--- src/rtl/vend_change_dispenser_if.sv ---
// ---------------------------------------------------------------------------
// vend_change_dispenser_if : request, refill, sensor and actuator signals
// Rev 1.0
// ---------------------------------------------------------------------------
`default_nettype none

interface vend_change_dispenser_if #(
  parameter int INV_W = 6
);
  logic             req_valid;
  logic             req_ready;
  logic [1:0]       cash_return;
  logic             purchase;
  logic             refill_valid;
  logic [INV_W-1:0] refill_5;
  logic [INV_W-1:0] refill_10;
  logic             coin_sensed;
  logic             eject_5;
  logic             eject_10;
  logic             product_release;
  logic             busy;
  logic             fault;
  logic [INV_W-1:0] inv_5;
  logic [INV_W-1:0] inv_10;

  modport master (
    output req_valid, cash_return, purchase, refill_valid, refill_5, refill_10, coin_sensed,
    input  req_ready, eject_5, eject_10, product_release, busy, fault, inv_5, inv_10
  );

  modport slave (
    input  req_valid, cash_return, purchase, refill_valid, refill_5, refill_10, coin_sensed,
    output req_ready, eject_5, eject_10, product_release, busy, fault, inv_5, inv_10
  );
endinterface

`default_nettype wire

--- src/rtl/vend_change_dispenser.sv ---
// ---------------------------------------------------------------------------
// vend_change_dispenser : coin ejector / product release sequencer
// Rev 1.0
// ---------------------------------------------------------------------------
`default_nettype none

module vend_change_dispenser #(
  parameter int PULSE_CYCLES = 4,
  parameter int GAP_CYCLES   = 2,
  parameter int TIMEOUT      = 16,
  parameter int INV_W        = 6,
  parameter int INIT_5       = 10,
  parameter int INIT_10      = 10
) (
  input  logic                    clk_i,
  input  logic                    rst_i,
  vend_change_dispenser_if.slave  bus
);

  localparam int c_CNT_MAX = (TIMEOUT > PULSE_CYCLES)
                           ? ((TIMEOUT > GAP_CYCLES) ? TIMEOUT : GAP_CYCLES)
                           : ((PULSE_CYCLES > GAP_CYCLES) ? PULSE_CYCLES : GAP_CYCLES);
  localparam int CNT_W = $clog2(c_CNT_MAX + 1);

  localparam logic [CNT_W-1:0] c_PULSE_LAST   = CNT_W'(PULSE_CYCLES - 1);
  localparam logic [CNT_W-1:0] c_GAP_LAST     = CNT_W'(GAP_CYCLES - 1);
  localparam logic [CNT_W-1:0] c_TIMEOUT_LAST = CNT_W'(TIMEOUT - 1);
  localparam logic [INV_W-1:0] c_INIT_5       = INV_W'(INIT_5);
  localparam logic [INV_W-1:0] c_INIT_10      = INV_W'(INIT_10);
  localparam logic [INV_W-1:0] c_ONE          = INV_W'(1);
  localparam logic [INV_W-1:0] c_TWO          = INV_W'(2);

  typedef enum logic [2:0] {
    S_IDLE  = 3'd0,
    S_PLAN  = 3'd1,
    S_EJECT = 3'd2,
    S_WAIT  = 3'd3,
    S_GAP   = 3'd4,
    S_VEND  = 3'd5,
    S_FAULT = 3'd6
  } state_t;

  state_t           state_q, state_d;
  logic [CNT_W-1:0] cnt_q, cnt_d;
  logic [1:0]       code_q, code_d;
  logic             purch_q, purch_d;
  logic [1:0]       coins_q, coins_d;
  logic             is10_q, is10_d;
  logic [INV_W-1:0] inv5_q, inv5_d;
  logic [INV_W-1:0] inv10_q, inv10_d;
  logic             ready_q, ready_d;
  logic             busy_q, busy_d;
  logic             fault_q, fault_d;
  logic             e5_q, e5_d;
  logic             e10_q, e10_d;
  logic             rel_q, rel_d;

  logic [INV_W:0]   w_sum5;
  logic [INV_W:0]   w_sum10;

  assign w_sum5  = {1'b0, inv5_q} + {1'b0, bus.refill_5};
  assign w_sum10 = {1'b0, inv10_q} + {1'b0, bus.refill_10};

  always_comb begin
    state_d = state_q;
    cnt_d   = cnt_q;
    code_d  = code_q;
    purch_d = purch_q;
    coins_d = coins_q;
    is10_d  = is10_q;
    inv5_d  = inv5_q;
    inv10_d = inv10_q;

    case (state_q)
      S_IDLE: begin
        if (bus.refill_valid) begin
          inv5_d  = w_sum5[INV_W]  ? '1 : w_sum5[INV_W-1:0];
          inv10_d = w_sum10[INV_W] ? '1 : w_sum10[INV_W-1:0];
        end
        if (bus.req_valid && ready_q) begin
          code_d  = bus.cash_return;
          purch_d = bus.purchase;
          cnt_d   = '0;
          state_d = S_PLAN;
        end
      end
      S_PLAN: begin
        // The coin list is always homogeneous: one 10, one 5, or two 5s.
        cnt_d   = '0;
        coins_d = 2'd0;
        is10_d  = 1'b0;
        state_d = purch_q ? S_VEND : S_IDLE;
        case (code_q)
          2'b00: ;
          2'b01: begin
            if (inv5_q >= c_ONE) begin
              coins_d = 2'd1;
              state_d = S_EJECT;
            end else begin
              state_d = S_FAULT;
            end
          end
          2'b10: begin
            if (inv10_q >= c_ONE) begin
              coins_d = 2'd1;
              is10_d  = 1'b1;
              state_d = S_EJECT;
            end else if (inv5_q >= c_TWO) begin
              coins_d = 2'd2;
              state_d = S_EJECT;
            end else begin
              state_d = S_FAULT;
            end
          end
          default: state_d = S_FAULT;
        endcase
      end
      S_EJECT: begin
        if (cnt_q == c_PULSE_LAST) begin
          cnt_d   = '0;
          state_d = S_WAIT;
        end else begin
          cnt_d = cnt_q + CNT_W'(1);
        end
      end
      S_WAIT: begin
        if (bus.coin_sensed) begin
          if (is10_q) inv10_d = inv10_q - c_ONE;
          else        inv5_d  = inv5_q - c_ONE;
          coins_d = coins_q - 2'd1;
          cnt_d   = '0;
          state_d = S_GAP;
        end else if (cnt_q == c_TIMEOUT_LAST) begin
          state_d = S_FAULT;
        end else begin
          cnt_d = cnt_q + CNT_W'(1);
        end
      end
      S_GAP: begin
        if (cnt_q == c_GAP_LAST) begin
          cnt_d = '0;
          if (coins_q != 2'd0) state_d = S_EJECT;
          else if (purch_q)    state_d = S_VEND;
          else                 state_d = S_IDLE;
        end else begin
          cnt_d = cnt_q + CNT_W'(1);
        end
      end
      S_VEND: begin
        if (cnt_q == c_PULSE_LAST) begin
          cnt_d   = '0;
          state_d = S_IDLE;
        end else begin
          cnt_d = cnt_q + CNT_W'(1);
        end
      end
      S_FAULT: state_d = S_FAULT;
      default: state_d = S_FAULT;
    endcase

    // Outputs are decoded from the next state so they appear registered.
    ready_d = (state_d == S_IDLE);
    busy_d  = (state_d != S_IDLE) && (state_d != S_FAULT);
    fault_d = (state_d == S_FAULT);
    e5_d    = (state_d == S_EJECT) && !is10_d;
    e10_d   = (state_d == S_EJECT) && is10_d;
    rel_d   = (state_d == S_VEND);
  end

  always_ff @(posedge clk_i) begin
    if (rst_i) begin
      state_q <= S_IDLE;
      cnt_q   <= '0;
      code_q  <= 2'b00;
      purch_q <= 1'b0;
      coins_q <= 2'd0;
      is10_q  <= 1'b0;
      inv5_q  <= c_INIT_5;
      inv10_q <= c_INIT_10;
      ready_q <= 1'b1;
      busy_q  <= 1'b0;
      fault_q <= 1'b0;
      e5_q    <= 1'b0;
      e10_q   <= 1'b0;
      rel_q   <= 1'b0;
    end else begin
      state_q <= state_d;
      cnt_q   <= cnt_d;
      code_q  <= code_d;
      purch_q <= purch_d;
      coins_q <= coins_d;
      is10_q  <= is10_d;
      inv5_q  <= inv5_d;
      inv10_q <= inv10_d;
      ready_q <= ready_d;
      busy_q  <= busy_d;
      fault_q <= fault_d;
      e5_q    <= e5_d;
      e10_q   <= e10_d;
      rel_q   <= rel_d;
    end
  end

  assign bus.req_ready       = ready_q;
  assign bus.busy            = busy_q;
  assign bus.fault           = fault_q;
  assign bus.eject_5         = e5_q;
  assign bus.eject_10        = e10_q;
  assign bus.product_release = rel_q;
  assign bus.inv_5           = inv5_q;
  assign bus.inv_10          = inv10_q;

endmodule

`default_nettype wire

--- src/flat_wrapper.sv ---
// flat-port wrapper written by rule: the top's interface ports become plain ports
module vend_change_dispenser_flat 
#(
  parameter int PULSE_CYCLES = 4,
  parameter int GAP_CYCLES   = 2,
  parameter int TIMEOUT      = 16,
  parameter int INV_W        = 6,
  parameter int INIT_5       = 10,
  parameter int INIT_10      = 10
)
  (clk_i, rst_i, bus_req_valid, bus_cash_return, bus_purchase, bus_refill_valid, bus_refill_5, bus_refill_10, bus_coin_sensed, bus_req_ready, bus_eject_5, bus_eject_10, bus_product_release, bus_busy, bus_fault, bus_inv_5, bus_inv_10);
  vend_change_dispenser_if #(.INV_W(INV_W)) bus_i ();
  input  logic clk_i;
  input  logic rst_i;
  input wire logic [$bits(bus_i.req_valid)-1:0] bus_req_valid;
  input wire logic [$bits(bus_i.cash_return)-1:0] bus_cash_return;
  input wire logic [$bits(bus_i.purchase)-1:0] bus_purchase;
  input wire logic [$bits(bus_i.refill_valid)-1:0] bus_refill_valid;
  input wire logic [$bits(bus_i.refill_5)-1:0] bus_refill_5;
  input wire logic [$bits(bus_i.refill_10)-1:0] bus_refill_10;
  input wire logic [$bits(bus_i.coin_sensed)-1:0] bus_coin_sensed;
  output wire logic [$bits(bus_i.req_ready)-1:0] bus_req_ready;
  output wire logic [$bits(bus_i.eject_5)-1:0] bus_eject_5;
  output wire logic [$bits(bus_i.eject_10)-1:0] bus_eject_10;
  output wire logic [$bits(bus_i.product_release)-1:0] bus_product_release;
  output wire logic [$bits(bus_i.busy)-1:0] bus_busy;
  output wire logic [$bits(bus_i.fault)-1:0] bus_fault;
  output wire logic [$bits(bus_i.inv_5)-1:0] bus_inv_5;
  output wire logic [$bits(bus_i.inv_10)-1:0] bus_inv_10;
  assign bus_i.req_valid = bus_req_valid;
  assign bus_i.cash_return = bus_cash_return;
  assign bus_i.purchase = bus_purchase;
  assign bus_i.refill_valid = bus_refill_valid;
  assign bus_i.refill_5 = bus_refill_5;
  assign bus_i.refill_10 = bus_refill_10;
  assign bus_i.coin_sensed = bus_coin_sensed;
  assign bus_req_ready = bus_i.req_ready;
  assign bus_eject_5 = bus_i.eject_5;
  assign bus_eject_10 = bus_i.eject_10;
  assign bus_product_release = bus_i.product_release;
  assign bus_busy = bus_i.busy;
  assign bus_fault = bus_i.fault;
  assign bus_inv_5 = bus_i.inv_5;
  assign bus_inv_10 = bus_i.inv_10;
  vend_change_dispenser #(.PULSE_CYCLES(PULSE_CYCLES), .GAP_CYCLES(GAP_CYCLES), .TIMEOUT(TIMEOUT), .INV_W(INV_W), .INIT_5(INIT_5), .INIT_10(INIT_10)) u_core (.clk_i(clk_i), .rst_i(rst_i), .bus(bus_i));
endmodule
--- config.mk ---
export PLATFORM = sky130hd
export DESIGN_NAME = vend_change_dispenser_flat
export DESIGN_NICKNAME = d
export VERILOG_FILES = /design/src/rtl/vend_change_dispenser_if.sv /design/src/rtl/vend_change_dispenser.sv /design/src/flat_wrapper.sv
export SDC_FILE = /design/constraint.sdc
export NUM_CORES = 1
export LEC_CHECK = 0
export BUFFER_PORTS_ARGS = -buffer_cell sky130_fd_sc_hd__buf_4
export CORE_ASPECT_RATIO = 1.5
export CORE_MARGIN = 5
export CORE_UTILIZATION = 57
export DETAILED_ROUTE_END_ITERATION = 10
export GPL_ROUTABILITY_DRIVEN = 0
export PLACE_DENSITY = 0.87
export SLEW_MARGIN = 10
export SYNTH_ARGS = -nofsm -noshare
export SYNTH_HDL_FRONTEND = slang
export SYNTH_SLANG_ARGS = --single-unit
--- constraint.sdc ---
create_clock -name clk_i -period 2.4 [get_ports clk_i]
set_input_delay 0.48 -clock clk_i [delete_from_list [all_inputs] [get_ports clk_i]]
set_output_delay 0.48 -clock clk_i [all_outputs]
set_load 0.03 [all_outputs]
==> results of run 1 <==
-- layout by cell type, fill, tap and decap left out, types with 3 or more instances in the layout --
| master | n |
|---|---|
| buf_4 | 43 |
| dfxtp_1 | 31 |
| ha_1 | 26 |
| nor2_1 | 25 |
| inv_1 | 22 |
| a21oi_1 | 22 |
| nand2_1 | 14 |
| nand2b_1 | 8 |
| xor2_1 | 8 |
| a221oi_1 | 7 |
| o21ai_0 | 6 |
| nand4_1 | 6 |
| a211o_1 | 6 |
| clkbuf_8 | 6 |
| nor3_1 | 5 |
| a211oi_1 | 5 |
| a21o_1 | 5 |
| xnor2_1 | 4 |
| nor4_1 | 4 |
| or3_1 | 3 |
| a31oi_1 | 3 |
| o21bai_1 | 3 |
| mux2i_1 | 3 |
-- sequential cells by signal (all words and copies together), names as in the netlist, 2 cells and up --
register	cells
u_core.state_q	3
u_core.bus.inv_10	6
u_core.bus.inv_5	6
u_core.code_q	2
u_core.coins_q	2
u_core.cnt_q	5
-- area by class of cell --
class / count / share of cell area
Tap cell: 45 / 0.02006
Clock buffer: 6 / 0.02942
Clock inverter: 2 / 0.003567
Inverter: 23 / 0.03165
Multi-Input combinational cell: 213 / 0.5716
Sequential cell: 32 / 0.2287
Timing Repair Buffer: 43 / 0.1150
-- stage by stage --
step	hold WS (ps)	power, mW	utilization	cells
2_1_floorplan	463.3	1.241	-	277
3_3_place_gp	479.2	1.443	0.6786	355
3_5_place_dp	484.0	1.467	0.6786	355
4_1_cts	432.8	1.894	0.7020	363
5_1_grt	433.9	2.026	0.7089	364
6_report	436.6	1.898	0.7089	364
-- worst max-delay path, cell delays in order (launching register included) --
cell      delay [ps]
dfxtp_1          430
ha_1             220
inv_1             60
fa_1             400
inv_1             70
a21oi_1           70
o21bai_2         180
a31oi_1          210
a32o_1           260
a221oi_1         240
-- what timing repair did --
item,in CTS,in global routing
gates resized for setup,0,4
hold endpoints to repair,0,0
setup endpoints to repair,0,6
hold buffers,0,0
buffers inserted,0,1
-- where the power goes --
group          internal (mW)  leakage [nW]  switching (mW)
clock network          0.229        0.0510           0.197
logic                  0.349         0.909           0.445
registers              0.594         0.262          0.0846
-- final timing paths --
check / start / endpoint / slack (ps)
setup / recovery: u_core.bus.inv_10[0] / u_core.bus.inv_10[2] / 170
hold / removal: bus_cash_return[0] / u_core.code_q[0] / 440
setup reg to reg: u_core.bus.inv_10[0] / u_core.bus.inv_10[2] / 170
hold reg to reg: u_core.coins_q[0] / u_core.coins_q[0] / 490
-- layer usage --
| layer | routed length [µm] | track usage | vias up |
|---|---|---|---|
| met5 | 0 | 0 | - |
| met4 | 119 | 0.1004 | 0 |
| met3 | 232 | 0.03431 | 10 |
| met2 | 2987 | 0.3604 | 61 |
| met1 | 2098 | 0.2231 | 1051 |
| li1 | - | - | 1101 |
-- cell families after synthesis --
logic type / synth area share
AO/OA/AOI/OAI: 0.2593
XOR/XNOR: 0.04463
adder cells (fa/ha/maj): 0.1552
buffers and inverters: 0.05473
flip-flops: 0.2720
multiplexers: 0.01275
AND/OR/NAND/NOR: 0.2014
==> out/metrics.cfg, run 1 <==
[status]
status=finished clean

[grt]
grt_pass1_wl_um=9170
antenna_found_initial=0
grtUsageTotal=0.1987
grt_overflow_total=0
grt_pass1_vias=2116
grt_max_degree=27

[detailed_routing]
wire_per_inst_um=14.94
vias_per_cell=6.107
vias=2223
firstDrtPassIters=4
drt_iter0_drc=126
postRouteAntennaNets=0
wirelength_um=5437
drc=0

[logic_synthesis]
synth.distinct_cells=62
syn-num-nets=325
synthFlopType=dfxtp_1
seq_area_frac_synth=0.2721
synth-edff-count=0
syn-mean-instance-area_um2=8.501
netlist_top_cells_count=dfxtp_1, ha_1, nor2_1
yosys_warnings=0
synth_area_leaders=dfxtp_1, ha_1, a21oi_1
synthCells=277
yosysTopAreaCell=dfxtp_1
async_flop_share=0
ys_ff_latch=32
synth_top_area_share=0.2721
syn_area_mm2=0.002355
yosysMostFrequentCell=dfxtp_1

[final_layout]
seqCellArea_um2=641.9
nFillCells=337
area_growth_pct=19.18
diodes=0
final_area_mm2=0.002806
multi_input_area_mm2=0.001604
drive_gt1_frac=0.2194
layout.nets=366

[sta]
setup_viol=0
worst_pin_slew_ps=563.6
timing.fmax_mhz=448.4
finalSetupTns_ps=0
hold_viol=0
slew_violations=0
skew_ps=0.8897
period_share=0.9292
finalCriticalPeriod_ps=2230
timing.slew.headroom=0.6239
rsz0062_at_grt=false
timing.final.ws_setup_ps=169.9

[clock_tree]
cts_buffer_depth=2
cts_buffers=5
tritoncts=built
cts.sinks=32
insertion_delay_ps=280
clk_pin_slew_ps=70
ctsHtreeMaxLevel=2
clock-root-buffer=clkbuf_8

[setup_path]
ff2ff_path_depth=9
worst-setup-path-type=reg2reg
worstPathArrival_ps=2410
cp-start-kind=flip-flop
cp.required_ps=2580
crit_fanout=6
setup.worst_path.end_class=flip-flop

[place]
io_buffers=37
dp_worst_setup_slack_ps=35.28
dp_hpwl_um=4152
postPlaceCellArea_mm2=0.002686

[worst_hold_path]
worstHoldPathCells=3
min_path_type=in2reg

[floorplanning]
die_h_um=88.72
initial_core_util=0.5948
ios=38
die_w_um=62.48
die-area_mm2=0.005543
coreArea_mm2=0.003959
num_rows=28

[power]
power_density_mw_per_mm2=676.3
ir_worst_vdd_mv=0.5527
p_leak_nw=1.222

[flow_run]
cap_violations=0

Note: power is estimated with default switching activity, not from simulation.
==> run 2: changes to the inputs <==
CORE_ASPECT_RATIO = 1.4   (was 1.5)
CTS_BUF_LIST = sky130_fd_sc_hd__clkbuf_8 sky130_fd_sc_hd__clkbuf_16   (was not set)
==> run 2 against run 1 <==
Compared with the run above: first-iteration DRC count down 29%; register-to-register slack improved by 50 ps; utilization increased by 0.33 points; count of clock-buffer cells in the layout fell by 1; largest power group unchanged; total power up 4.9%.
==> out/metrics.cfg, run 2 (synthesized netlist as in run 1, its figures left out) <==
[sta]
skew_ps=7.677  ; +6.788 ps
rsz0062_at_grt=false
timing.slew.headroom=0.5927  ; -0.03116
hold_slack_ps=429.9  ; -6.723 ps
period_share=0.9092  ; -0.02003
finalSetupTns_ps=0  ; unchanged
setup_viol=0  ; unchanged
finalCriticalPeriod_ps=2182  ; -48.07 ps
hold_viol=0  ; unchanged
timing.fmax_mhz=458.3  ; +2.2%
slew_violations=0  ; unchanged
timing.final.ws_setup_ps=218.0  ; +48.07 ps
worst_pin_slew_ps=609.8  ; +46.17 ps

[worst_hold_path]
hold_end=u_core.code_q[0]
min_path_type=in2reg
min_from=bus_cash_return[0]
worstHoldPathCells=3  ; unchanged

[setup_path]
worstPathArrival_ps=2330  ; -80 ps
r2r_end=u_core.bus.busy
cp-start-kind=flip-flop
ff2ff_path_depth=8  ; -1
r2r_slack_ps=220  ; +50 ps
r2r-start=u_core.bus.inv_10[1]
worst-setup-path-type=reg2reg
setup.worst_path.end_class=flip-flop
cp.required_ps=2550  ; -30 ps
crit_fanout=5  ; -1

[clock_tree]
ctsHtreeMaxLevel=2  ; unchanged
tritoncts=built
clk_pin_slew_ps=70  ; about the same
ctsHoldBuffers=0  ; unchanged
cts_buffers=5  ; unchanged
clock-root-buffer=clkbuf_8
insertion_delay_ps=290  ; about the same
cts.sinks=32  ; unchanged
cts_buffer_depth=2  ; unchanged

[place]
dp_worst_setup_slack_ps=58.30  ; +23.02 ps
dp_hpwl_um=4304  ; +3.7%
postPlaceCellArea_mm2=0.002699  ; +0.47%
dp_cells=355  ; unchanged
io_buffers=37  ; unchanged

[floorplanning]
die_w_um=64.32  ; +2.9%
die-area_mm2=0.005535  ; -0.15%
initial_core_util=0.5958  ; +0.0009415
ios=38  ; unchanged
die_h_um=86.05  ; -3.0%
num_rows=27  ; -3.6%
coreArea_mm2=0.003953  ; -0.16%

[detailed_routing]
drt_iter0_drc=89  ; -29%
vias=2236  ; +0.58%
wirelength_um=5585  ; +2.7%
vias_per_cell=6.160  ; +0.86%
wire_per_inst_um=15.39  ; +3.0%
firstDrtPassIters=6  ; +2
postRouteAntennaNets=0  ; unchanged
drc=0  ; unchanged

[grt]
grt_overflow_total=0  ; unchanged
grt_pass1_wl_um=9673  ; +5.5%
grtUsageTotal=0.2127  ; +0.01396
grt_max_degree=27  ; unchanged
grt_pass1_vias=2227  ; +5.2%
antenna_found_initial=0  ; unchanged

[power]
finalPower_mw=1.991  ; +4.9%
power_density_mw_per_mm2=707.1  ; +4.5%
p_leak_nw=1.228  ; +0.54%
ir_worst_vdd_mv=0.7179  ; +30%

[final_layout]
drive_gt1_frac=0.2188  ; -0.0006857
layout.nets=367  ; +0.27%
layout.cells.non_filler=363  ; -0.27%
multi_input_area_mm2=0.001589  ; -0.94%
final_area_mm2=0.002815  ; +0.31%
mostFrequentLayoutCell=buf_4
diodes=0  ; unchanged
fin_util=0.7123  ; +0.003338
nFillCells=325  ; -3.6%
mostFrequentLayoutCells=buf_4, dfxtp_1, nor2_1, ha_1
seqCellArea_um2=641.9  ; unchanged
area_growth_pct=19.55

[flow_run]
cap_violations=0  ; unchanged

[status]
status=finished clean

## run 2: layout make-up
class                      instances  area share
tap                               43     0.01911
multi-input combinational        213      0.5644
clock buffer                       5     0.02444
timing repair buffer              44      0.1173
clock inverter                     3     0.01511
sequential                        32      0.2280
inverter                          23     0.03156
## run 2: worst max-delay path, cell delays in order (launching register included)
cell and delay, ps:
dfxtp_1 340, inv_1 160, ha_1 210, or3b_1 400, nand4bb_1 240, o211ai_1 290
a2bb2oi_2 150, xor2_1 180, a21oi_1 80
## run 2: worst max path at each step
stage / depth (start not counted) / end / from
detailed placement: 10 / u_core.bus.inv_10[2] / bus_refill_10[0]
finish: 8 / u_core.bus.busy / u_core.bus.inv_10[1]
floorplan: 9 / u_core.bus.inv_5[2] / u_core.bus.inv_5[0]
global route: 8 / u_core.bus.busy / u_core.bus.inv_10[1]
CTS: 9 / u_core.bus.inv_10[2] / u_core.bus.inv_10[0]
global placement: 10 / u_core.bus.inv_5[3] / bus_refill_5[0]
## run 2: routing by layer
metal,routed length (µm),GRT usage,vias up,share of wire
met3,261,0.03539,18,0.047
met4,178,0.1222,0,0.032
li1,-,-,1102,-
met1,2192,0.2377,1051,0.39
met5,0,0,-,0
met2,2952,0.3714,65,0.53
## run 2: repair_timing
item / 4_1_cts / 5_1_grt
resized for setup: 0 / 2
buffers inserted: 0 / 0
endpoints found under the setup margin: 0 / 5
hold endpoints to repair: 0 / 0
## run 2: where the power goes
group,internal [mW],switching (mW)
combinational,0.347,0.447
sequential,0.594,0.0825
clock,0.307,0.214
total,1.25,0.743
